## src/rtl/dp_share_pkg.sv

```systemverilog
// Shared types for the dp_share arbiter: FSM states, in-flight tag and index-width helper.
package dp_share_pkg;

  typedef enum logic [1:0] {
    IDLE  = 2'd0,
    BUSY  = 2'd1,
    FLUSH = 2'd2
  } state_e;

  // Wide enough for the largest supported requester count (8).
  localparam int unsigned IDX_W_MAX = 3;

  typedef struct packed {
    logic                 valid;
    logic [IDX_W_MAX-1:0] idx;
  } tag_t;

  function automatic int unsigned idx_w(input int unsigned nreq);
    return (nreq > 1) ? $clog2(nreq) : 1;
  endfunction

endpackage

```

## src/rtl/dp_share_arbiter_if.sv

```systemverilog
// Requester, datapath and flush signals of dp_share_arbiter; master = environment, slave = arbiter.
interface dp_share_arbiter_if #(
  parameter int unsigned NREQ = 4,
  parameter int unsigned DW   = 8
);
  logic [NREQ-1:0]    req_valid;
  logic [NREQ-1:0]    req_last;
  logic [NREQ*DW-1:0] req_data;
  logic [NREQ-1:0]    req_ready;
  logic               dp_in_valid;
  logic [DW-1:0]      dp_in_data;
  logic [DW-1:0]      dp_out_data;
  logic [NREQ-1:0]    rsp_valid;
  logic [DW-1:0]      rsp_data;
  logic               flush;
  logic               flush_done;

  modport master (
    output req_valid, req_last, req_data, dp_out_data, flush,
    input  req_ready, dp_in_valid, dp_in_data, rsp_valid, rsp_data, flush_done
  );

  modport slave (
    input  req_valid, req_last, req_data, dp_out_data, flush,
    output req_ready, dp_in_valid, dp_in_data, rsp_valid, rsp_data, flush_done
  );
endinterface

```

## src/rtl/dp_share_tag_pipe.sv

```systemverilog
// Fixed-depth shift register of {valid, idx} tags tracking beats inside the shared datapath.
module dp_share_tag_pipe
  import dp_share_pkg::*;
#(
  parameter int unsigned DEPTH = 2,
  parameter int unsigned TAP   = DEPTH - 1
) (
  input  logic clk,
  input  logic rst_n,
  input  tag_t i_tag,
  output tag_t o_tag,
  output logic o_tap_valid,
  output logic o_empty
);

  logic [DEPTH-1:0]     r_valid;
  logic [IDX_W_MAX-1:0] r_idx [DEPTH];

  // Only the valid bits need clearing; idx is don't-care while its valid is low.
  always_ff @(posedge clk or negedge rst_n) begin
    if (!rst_n) begin
      r_valid <= '0;
    end else begin
      r_valid[0] <= i_tag.valid;
      for (int unsigned s = 1; s < DEPTH; s++) begin
        r_valid[s] <= r_valid[s-1];
      end
    end
  end

  always_ff @(posedge clk) begin
    r_idx[0] <= i_tag.idx;
    for (int unsigned s = 1; s < DEPTH; s++) begin
      r_idx[s] <= r_idx[s-1];
    end
  end

  assign o_tag.valid = r_valid[DEPTH-1];
  assign o_tag.idx   = r_idx[DEPTH-1];
  assign o_tap_valid = r_valid[TAP];
  assign o_empty     = ~|r_valid;

endmodule

```

## src/rtl/dp_share_arbiter.sv

```systemverilog
// Round-robin, burst-locking front end sharing one fixed-latency datapath among NREQ requesters.
// Define DP_SHARE_RETIME_EN to register the response outputs (response latency LAT+1).
module dp_share_arbiter
  import dp_share_pkg::*;
#(
  parameter int unsigned NREQ      = 4,
  parameter int unsigned DW        = 8,
  parameter int unsigned LAT       = 2,
  parameter int unsigned MAX_BURST = 4
) (
  input logic               clk,
  input logic               rst_n,
  dp_share_arbiter_if.slave bus
);

  localparam int unsigned IW = idx_w(NREQ);
  localparam int unsigned CW = $clog2(MAX_BURST + 1);
`ifdef DP_SHARE_RETIME_EN
  localparam int unsigned DEPTH = LAT + 1;
`else
  localparam int unsigned DEPTH = LAT;
`endif

  function automatic logic [IW-1:0] next_idx(input logic [IW-1:0] i);
    return IW'((32'(i) + 32'd1) % NREQ);
  endfunction

  state_e          r_state, w_state_nxt;
  logic [IW-1:0]   r_ptr, w_ptr_nxt;
  logic [IW-1:0]   r_owner, w_owner_nxt;
  logic [CW-1:0]   r_count, w_count_nxt;
  logic [IW-1:0]   w_rr_idx, w_cand, w_sel;
  logic            w_rr_found, w_xfer;
  tag_t            w_tag_in, w_tag_out;
  logic            w_tap_valid, w_pipe_empty;
  logic [NREQ-1:0] w_rsp_valid;
  logic [DW-1:0]   r_rsp_data;

  always_comb begin
    w_rr_found = 1'b0;
    w_rr_idx   = '0;
    w_cand     = '0;
    for (int unsigned k = 0; k < NREQ; k++) begin
      w_cand = IW'((32'(r_ptr) + k) % NREQ);
      if (!w_rr_found && bus.req_valid[w_cand]) begin
        w_rr_found = 1'b1;
        w_rr_idx   = w_cand;
      end
    end
  end

  always_ff @(posedge clk or negedge rst_n) begin
    if (!rst_n) begin
      r_state <= IDLE;
      r_ptr   <= '0;
      r_owner <= '0;
      r_count <= '0;
    end else begin
      r_state <= w_state_nxt;
      r_ptr   <= w_ptr_nxt;
      r_owner <= w_owner_nxt;
      r_count <= w_count_nxt;
    end
  end

  always_comb begin
    w_state_nxt = r_state;
    w_ptr_nxt   = r_ptr;
    w_owner_nxt = r_owner;
    w_count_nxt = r_count;
    w_xfer      = 1'b0;
    w_sel       = r_owner;
    case (r_state)
      IDLE: begin
        if (w_rr_found) begin
          w_xfer      = 1'b1;
          w_sel       = w_rr_idx;
          w_owner_nxt = w_rr_idx;
          w_count_nxt = CW'(1);
          if (bus.req_last[w_rr_idx] || (MAX_BURST == 1)) begin
            w_ptr_nxt = next_idx(w_rr_idx);
          end else begin
            w_state_nxt = BUSY;
          end
        end
      end
      BUSY: begin
        if (bus.req_valid[r_owner]) begin
          w_xfer      = 1'b1;
          w_count_nxt = r_count + CW'(1);
          if (bus.req_last[r_owner] || ((32'(r_count) + 32'd1) == MAX_BURST)) begin
            w_ptr_nxt   = next_idx(r_owner);
            w_state_nxt = IDLE;
          end
        end else begin
          w_ptr_nxt   = next_idx(r_owner);
          w_state_nxt = IDLE;
        end
      end
      FLUSH: begin
        if (w_pipe_empty) begin
          w_ptr_nxt   = '0;
          w_state_nxt = IDLE;
        end
      end
      default: w_state_nxt = IDLE;
    endcase
    // The beat granted in the flush cycle still goes through; arbitration stops after it.
    if (bus.flush && (r_state != FLUSH)) begin
      w_state_nxt = FLUSH;
    end
    if (!rst_n) begin
      w_xfer = 1'b0;
    end
  end

  assign bus.req_ready   = w_xfer ? (NREQ'(1) << w_sel) : '0;
  assign bus.dp_in_valid = w_xfer;
  assign bus.dp_in_data  = w_xfer ? bus.req_data[w_sel*DW +: DW] : '0;
  assign bus.flush_done  = (r_state == FLUSH) && w_pipe_empty;

  assign w_tag_in.valid = w_xfer;
  assign w_tag_in.idx   = IDX_W_MAX'(w_sel);

  dp_share_tag_pipe #(
    .DEPTH (DEPTH),
    .TAP   (LAT - 1)
  ) u_tag_pipe (
    .clk         (clk),
    .rst_n       (rst_n),
    .i_tag       (w_tag_in),
    .o_tag       (w_tag_out),
    .o_tap_valid (w_tap_valid),
    .o_empty     (w_pipe_empty)
  );

  always_comb begin
    w_rsp_valid = '0;
    for (int unsigned i = 0; i < NREQ; i++) begin
      w_rsp_valid[i] = w_tag_out.valid && (w_tag_out.idx == IDX_W_MAX'(i));
    end
  end

  assign bus.rsp_valid = w_rsp_valid;

`ifdef DP_SHARE_RETIME_EN
  // Tap sits one stage ahead of the pipe output so data and strobe leave the same flop edge.
  always_ff @(posedge clk or negedge rst_n) begin
    if (!rst_n) begin
      r_rsp_data <= '0;
    end else if (w_tap_valid) begin
      r_rsp_data <= bus.dp_out_data;
    end
  end

  assign bus.rsp_data = r_rsp_data;
`else
  logic [DW-1:0] w_rsp_data;

  assign w_rsp_data   = w_tap_valid ? bus.dp_out_data : r_rsp_data;
  assign bus.rsp_data = w_rsp_data;

  always_ff @(posedge clk or negedge rst_n) begin
    if (!rst_n) begin
      r_rsp_data <= '0;
    end else begin
      r_rsp_data <= w_rsp_data;
    end
  end
`endif

endmodule

```

## src/flat_wrapper.sv

```systemverilog
// flat-port wrapper written by rule: the top's interface ports become plain ports
module dp_share_arbiter_flat import dp_share_pkg::*;
#(
  parameter int unsigned NREQ      = 4,
  parameter int unsigned DW        = 8,
  parameter int unsigned LAT       = 2,
  parameter int unsigned MAX_BURST = 4
)
  (clk, rst_n, bus_req_valid, bus_req_last, bus_req_data, bus_dp_out_data, bus_flush, bus_req_ready, bus_dp_in_valid, bus_dp_in_data, bus_rsp_valid, bus_rsp_data, bus_flush_done);
  dp_share_arbiter_if #(.NREQ(NREQ), .DW(DW)) bus_i ();
  input logic clk;
  input logic rst_n;
  input wire logic [$bits(bus_i.req_valid)-1:0] bus_req_valid;
  input wire logic [$bits(bus_i.req_last)-1:0] bus_req_last;
  input wire logic [$bits(bus_i.req_data)-1:0] bus_req_data;
  input wire logic [$bits(bus_i.dp_out_data)-1:0] bus_dp_out_data;
  input wire logic [$bits(bus_i.flush)-1:0] bus_flush;
  output wire logic [$bits(bus_i.req_ready)-1:0] bus_req_ready;
  output wire logic [$bits(bus_i.dp_in_valid)-1:0] bus_dp_in_valid;
  output wire logic [$bits(bus_i.dp_in_data)-1:0] bus_dp_in_data;
  output wire logic [$bits(bus_i.rsp_valid)-1:0] bus_rsp_valid;
  output wire logic [$bits(bus_i.rsp_data)-1:0] bus_rsp_data;
  output wire logic [$bits(bus_i.flush_done)-1:0] bus_flush_done;
  assign bus_i.req_valid = bus_req_valid;
  assign bus_i.req_last = bus_req_last;
  assign bus_i.req_data = bus_req_data;
  assign bus_i.dp_out_data = bus_dp_out_data;
  assign bus_i.flush = bus_flush;
  assign bus_req_ready = bus_i.req_ready;
  assign bus_dp_in_valid = bus_i.dp_in_valid;
  assign bus_dp_in_data = bus_i.dp_in_data;
  assign bus_rsp_valid = bus_i.rsp_valid;
  assign bus_rsp_data = bus_i.rsp_data;
  assign bus_flush_done = bus_i.flush_done;
  dp_share_arbiter #(.NREQ(NREQ), .DW(DW), .LAT(LAT), .MAX_BURST(MAX_BURST)) u_core (.clk(clk), .rst_n(rst_n), .bus(bus_i));
endmodule
```

## config.mk

```make
export PLATFORM = sky130hd
export DESIGN_NAME = dp_share_arbiter_flat
export DESIGN_NICKNAME = d
export VERILOG_FILES = /design/src/rtl/dp_share_pkg.sv /design/src/rtl/dp_share_arbiter_if.sv /design/src/rtl/dp_share_tag_pipe.sv /design/src/rtl/dp_share_arbiter.sv /design/src/flat_wrapper.sv
export SDC_FILE = /design/constraint.sdc
export NUM_CORES = 1
export LEC_CHECK = 0
export BUFFER_PORTS_ARGS = -buffer_cell sky130_fd_sc_hd__buf_4
export CAP_MARGIN = 20
export CORE_AREA = 2 2 50 75
export CTS_BUF_LIST = sky130_fd_sc_hd__clkbuf_4 sky130_fd_sc_hd__clkbuf_8
export DETAILED_ROUTE_END_ITERATION = 10
export DIE_AREA = 0 0 52 77
export PLACE_DENSITY = 0.79
export SYNTH_ARGS = -nofsm -noshare
export SYNTH_HDL_FRONTEND = slang
export SYNTH_SLANG_ARGS = --single-unit
export TNS_END_PERCENT = 50
```

## constraint.sdc

```tcl
create_clock -name clk -period 3.5 [get_ports clk]
set_input_delay 0.7 -clock clk [delete_from_list [all_inputs] [get_ports clk]]
set_output_delay 0.7 -clock clk [all_outputs]
set_load 0.02 [all_outputs]
```

==> metrics.md <==
| Metric | Value |
|---|---|
| Unique masters post-synth | `44` |
| Detailed Place HPWL | `3.10 mm` |
| Status | `finished, final reports clean` |
| R2R cell count | `6` |
| CTS Buf Count | `3` |
| Die area | `4000 um^2` |
| First-pass GRT wire length | `6.24 mm` |
| Detail Route Antenna Nets | `0` |
| Post-CTS Setup Bufs | `0` |
| Reg2Reg Launch Point | `u_core.r_owner[0]` |
| Worst slew margin | `58.6%` |
| RSZ-0062 raised after global routing | `no` |
| Via/cell ratio | `5.37` |
| Clock Skew | `2.63 ps` |
| Mux contribution to synthesized area | `27.9%` |
| Critical setup path kind | `in2out` |
| Post-CTS resize count | `0` |
| R2r setup slk | `1230 ps` |
| P_int | `1.02 mW` |
| Post-synth EDFFs | `0` |
| Final wirelength | `3.69 mm` |
| Final period demand of the worst path | `3440 ps` |
| Routed wire per std cell | `14.5 um` |
| Initial antenna violation count | `0` |
| Power Density | `784 nW/um^2` |
| GRT overflow | `0` |
| DR iter-0 viols | `19` |
| Row count | `26` |
| Num ports | `77` |
| Via count | `1363` |
| Critical Path Sink Type | `primary output` |
| WP data arrival | `2740 ps` |
| Synth Register Bits | `23` |
| GRT Overall Usage | `20.2%` |
| Clock power share | `9.2%` |
| Tcrit/Tclk final | `98.2%` |
| Layout area overhead | `44.4%` |
| Most common cell after layout, fill and taps aside | `buf_4` |
| Largest family of logic cells by synthesized area | `multiplexers` |
| Post-synthesis sequential area ratio | `36.8%` |
| Layout cell share with drive strength beyond 1 | `49.5%` |
| Post-Synth Adder-Cell Area | `1.66%` |
| Die Wd | `52 um` |
| Drt pass-1 iters | `4` |
| Xor/xnor cell area share of the yosys netlist | `1.16%` |
| Logic pwr share | `62.3%` |
| Reg-to-reg critical path endpoint | `u_core.r_ptr[1]` |
| CTS Sinks | `23` |
| Input/output buffers | `76` |
| Clock Path Buffers | `2` |
| Vias in the first global route | `1466` |
| Setup TNS | `0 ps` |
| Register share of total power | `28.5%` |
| DRC Markers | `0` |
| HP Class | `in2async` |
| CTS root buffer | `clkbuf_8` |
| Max-cap viol count | `0` |
| H-tree levels | `1` |
| CTS tree | `built` |
| Synth warn | `0` |
| VDD IR max | `476 uV` |
| CORE AREA | `3350 um^2` |
| Slew Viols, Final | `0` |
| Commonest cells after routing, fill and taps aside | `79 x buf_4, 19 x dfrtp_1, 12 x nor2_1` |
| # diodes | `0` |
| Final setup violation count | `0` |
| Pwr Total | `1.71 mW` |
| Syn_nets | `187` |
| Initial Util | `45.0%` |
| Die height | `77 um` |
| Hold Slack | `305 ps` |
| Critical Path RT | `2800 ps` |
| Gate Count Post-Synth | `134` |
| Switch share | `40.1%` |
| CP Launch Type | `input pin` |
| # hold bufs at CTS | `0` |
| Leakage | `1.08 nW` |
| Worst-Skew Late Latency | `250 ps` |
| Largest net degree at the start of global routing | `21` |
| GP Congestion | `0.899` |
| Fmax | `291 MHz` |
| Switching power | `685 uW` |
| Fin nets | `266` |
| Most common flop cell mapped by yosys | `dfrtp_1` |
| Worst-path maximum fanout | `11` |
| Fraction of registers with async set/reset | `82.6%` |
| CTS clk-pin slew, worst paths | `80 ps` |
| Synthesized area per cell | `11.3 um^2` |
| Synthesized area | `1510 um^2` |
| Final core occ | `65.0%` |
| Dpl ws | `65.4 ps` |
| Fin. Hold Viols | `0` |
| Synth Area in Compound Gates | `7.96%` |
| Worst-Margin Slew | `613 ps` |
| Worst setup margin | `62.9 ps` |
| Area share of and/or/nand/nor cells after synthesis | `19.8%` |
-- worst max-delay path: stages --
cell and delay [ps]:
buf_4 110, or4_4 540, and2_4 170, mux2i_4 180
buf_12 160, mux4_1 550, and2_1 180, buf_4 150
-- cell families (layout without fill, tap and decap cells) --
| kind of cell | after synthesis | after routing |
|---|---|---|
| AND/OR/NAND/NOR | 53 | 53 |
| adder cells (fa/ha/maj) | 2 | 2 |
| buffers and inverters | 14 | 92 |
| multiplexers | 24 | 24 |
| flip-flops | 23 | 23 |
| AO/OA/AOI/OAI | 16 | 16 |
| XOR/XNOR | 2 | 2 |
-- power groups by stage --
| stage | clock network (mW) | logic [mW] | registers, mW |
|---|---|---|---|
| 2_1_floorplan | 0 | 0.768 | 0.444 |
| 3_3_place_gp | 0 | 1.05 | 0.489 |
| 3_5_place_dp | 0 | 1.07 | 0.495 |
| 4_1_cts | 0.163 | 1.07 | 0.489 |
| 5_1_grt | 0.174 | 1.15 | 0.506 |
| 6_report | 0.156 | 1.06 | 0.487 |
-- stage by stage --
step / instance area [um^2] / cells
2_1_floorplan: 1510 / 134
6_report: 2180 / 254
3_3_place_gp: 2130 / 250
5_1_grt: 2180 / 254
3_5_place_dp: 2130 / 250
4_1_cts: 2180 / 254
-- Yosys cell counts (all sizes together), types with 4 or more instances --
cell type	n	share of area, %
buf	6	2.7
nand2	6	1.5
mux4	10	17
and2	11	4.7
and3	6	2.5
nand3	4	1.3
dfrtp	19	32
mux2i	4	3.5
dfxtp	4	5.3
inv	8	2.0
nor2	12	3.0
o21ai	5	1.9
mux2	10	7.7
-- final cells by class --
cell class	count	area [um^2]
sequential	23	556
fill	264	1170
timing repair buffer	80	613
clock inverter	1	5.00
multi-input combinational	97	882
inverter	8	30.0
tap	42	52.6
clock buffer	3	41.3
-- metal layers --
| layer | vias to the layer above | GRT usage (%) | part of all wire (%) |
|---|---|---|---|
| li1 | 648 | - | - |
| met1 | 655 | 19.7 | 34 |
| met2 | 56 | 40.8 | 59 |
| met3 | 4 | 2.72 | 5.7 |
| met4 | 0 | 5.79 | 1.1 |
| met5 | - | 0 | 0 |
-- sequential cells by signal, summed over array words and instances, names as in the netlist --
| name | flops |
|---|---|
| u_core.r_state | 2 |
| u_core.r_count | 3 |
| u_core.r_ptr | 2 |
| u_core.u_tag_pipe.r_idx | 4 |
| u_core.r_owner | 2 |
| u_core.r_rsp_data | 8 |
| u_core.u_tag_pipe.r_valid | 2 |
-- how the worst max path moves through the flow --
stage                      from           endpoint  slack (ps)  cells past startpoint
2_1_floorplan  bus_req_valid[0]  bus_dp_in_data[0]         320                      6
3_3_place_gp   bus_req_valid[0]  bus_dp_in_data[6]          90                      8
3_5_place_dp   bus_req_valid[0]  bus_dp_in_data[5]          70                      8
4_1_cts        bus_req_valid[0]  bus_dp_in_data[5]          50                      8
5_1_grt        bus_req_valid[0]  bus_dp_in_data[5]          10                      8
6_report       bus_req_valid[0]  bus_dp_in_data[5]          60                      8
Note: power is estimated with default switching activity, not from simulation.
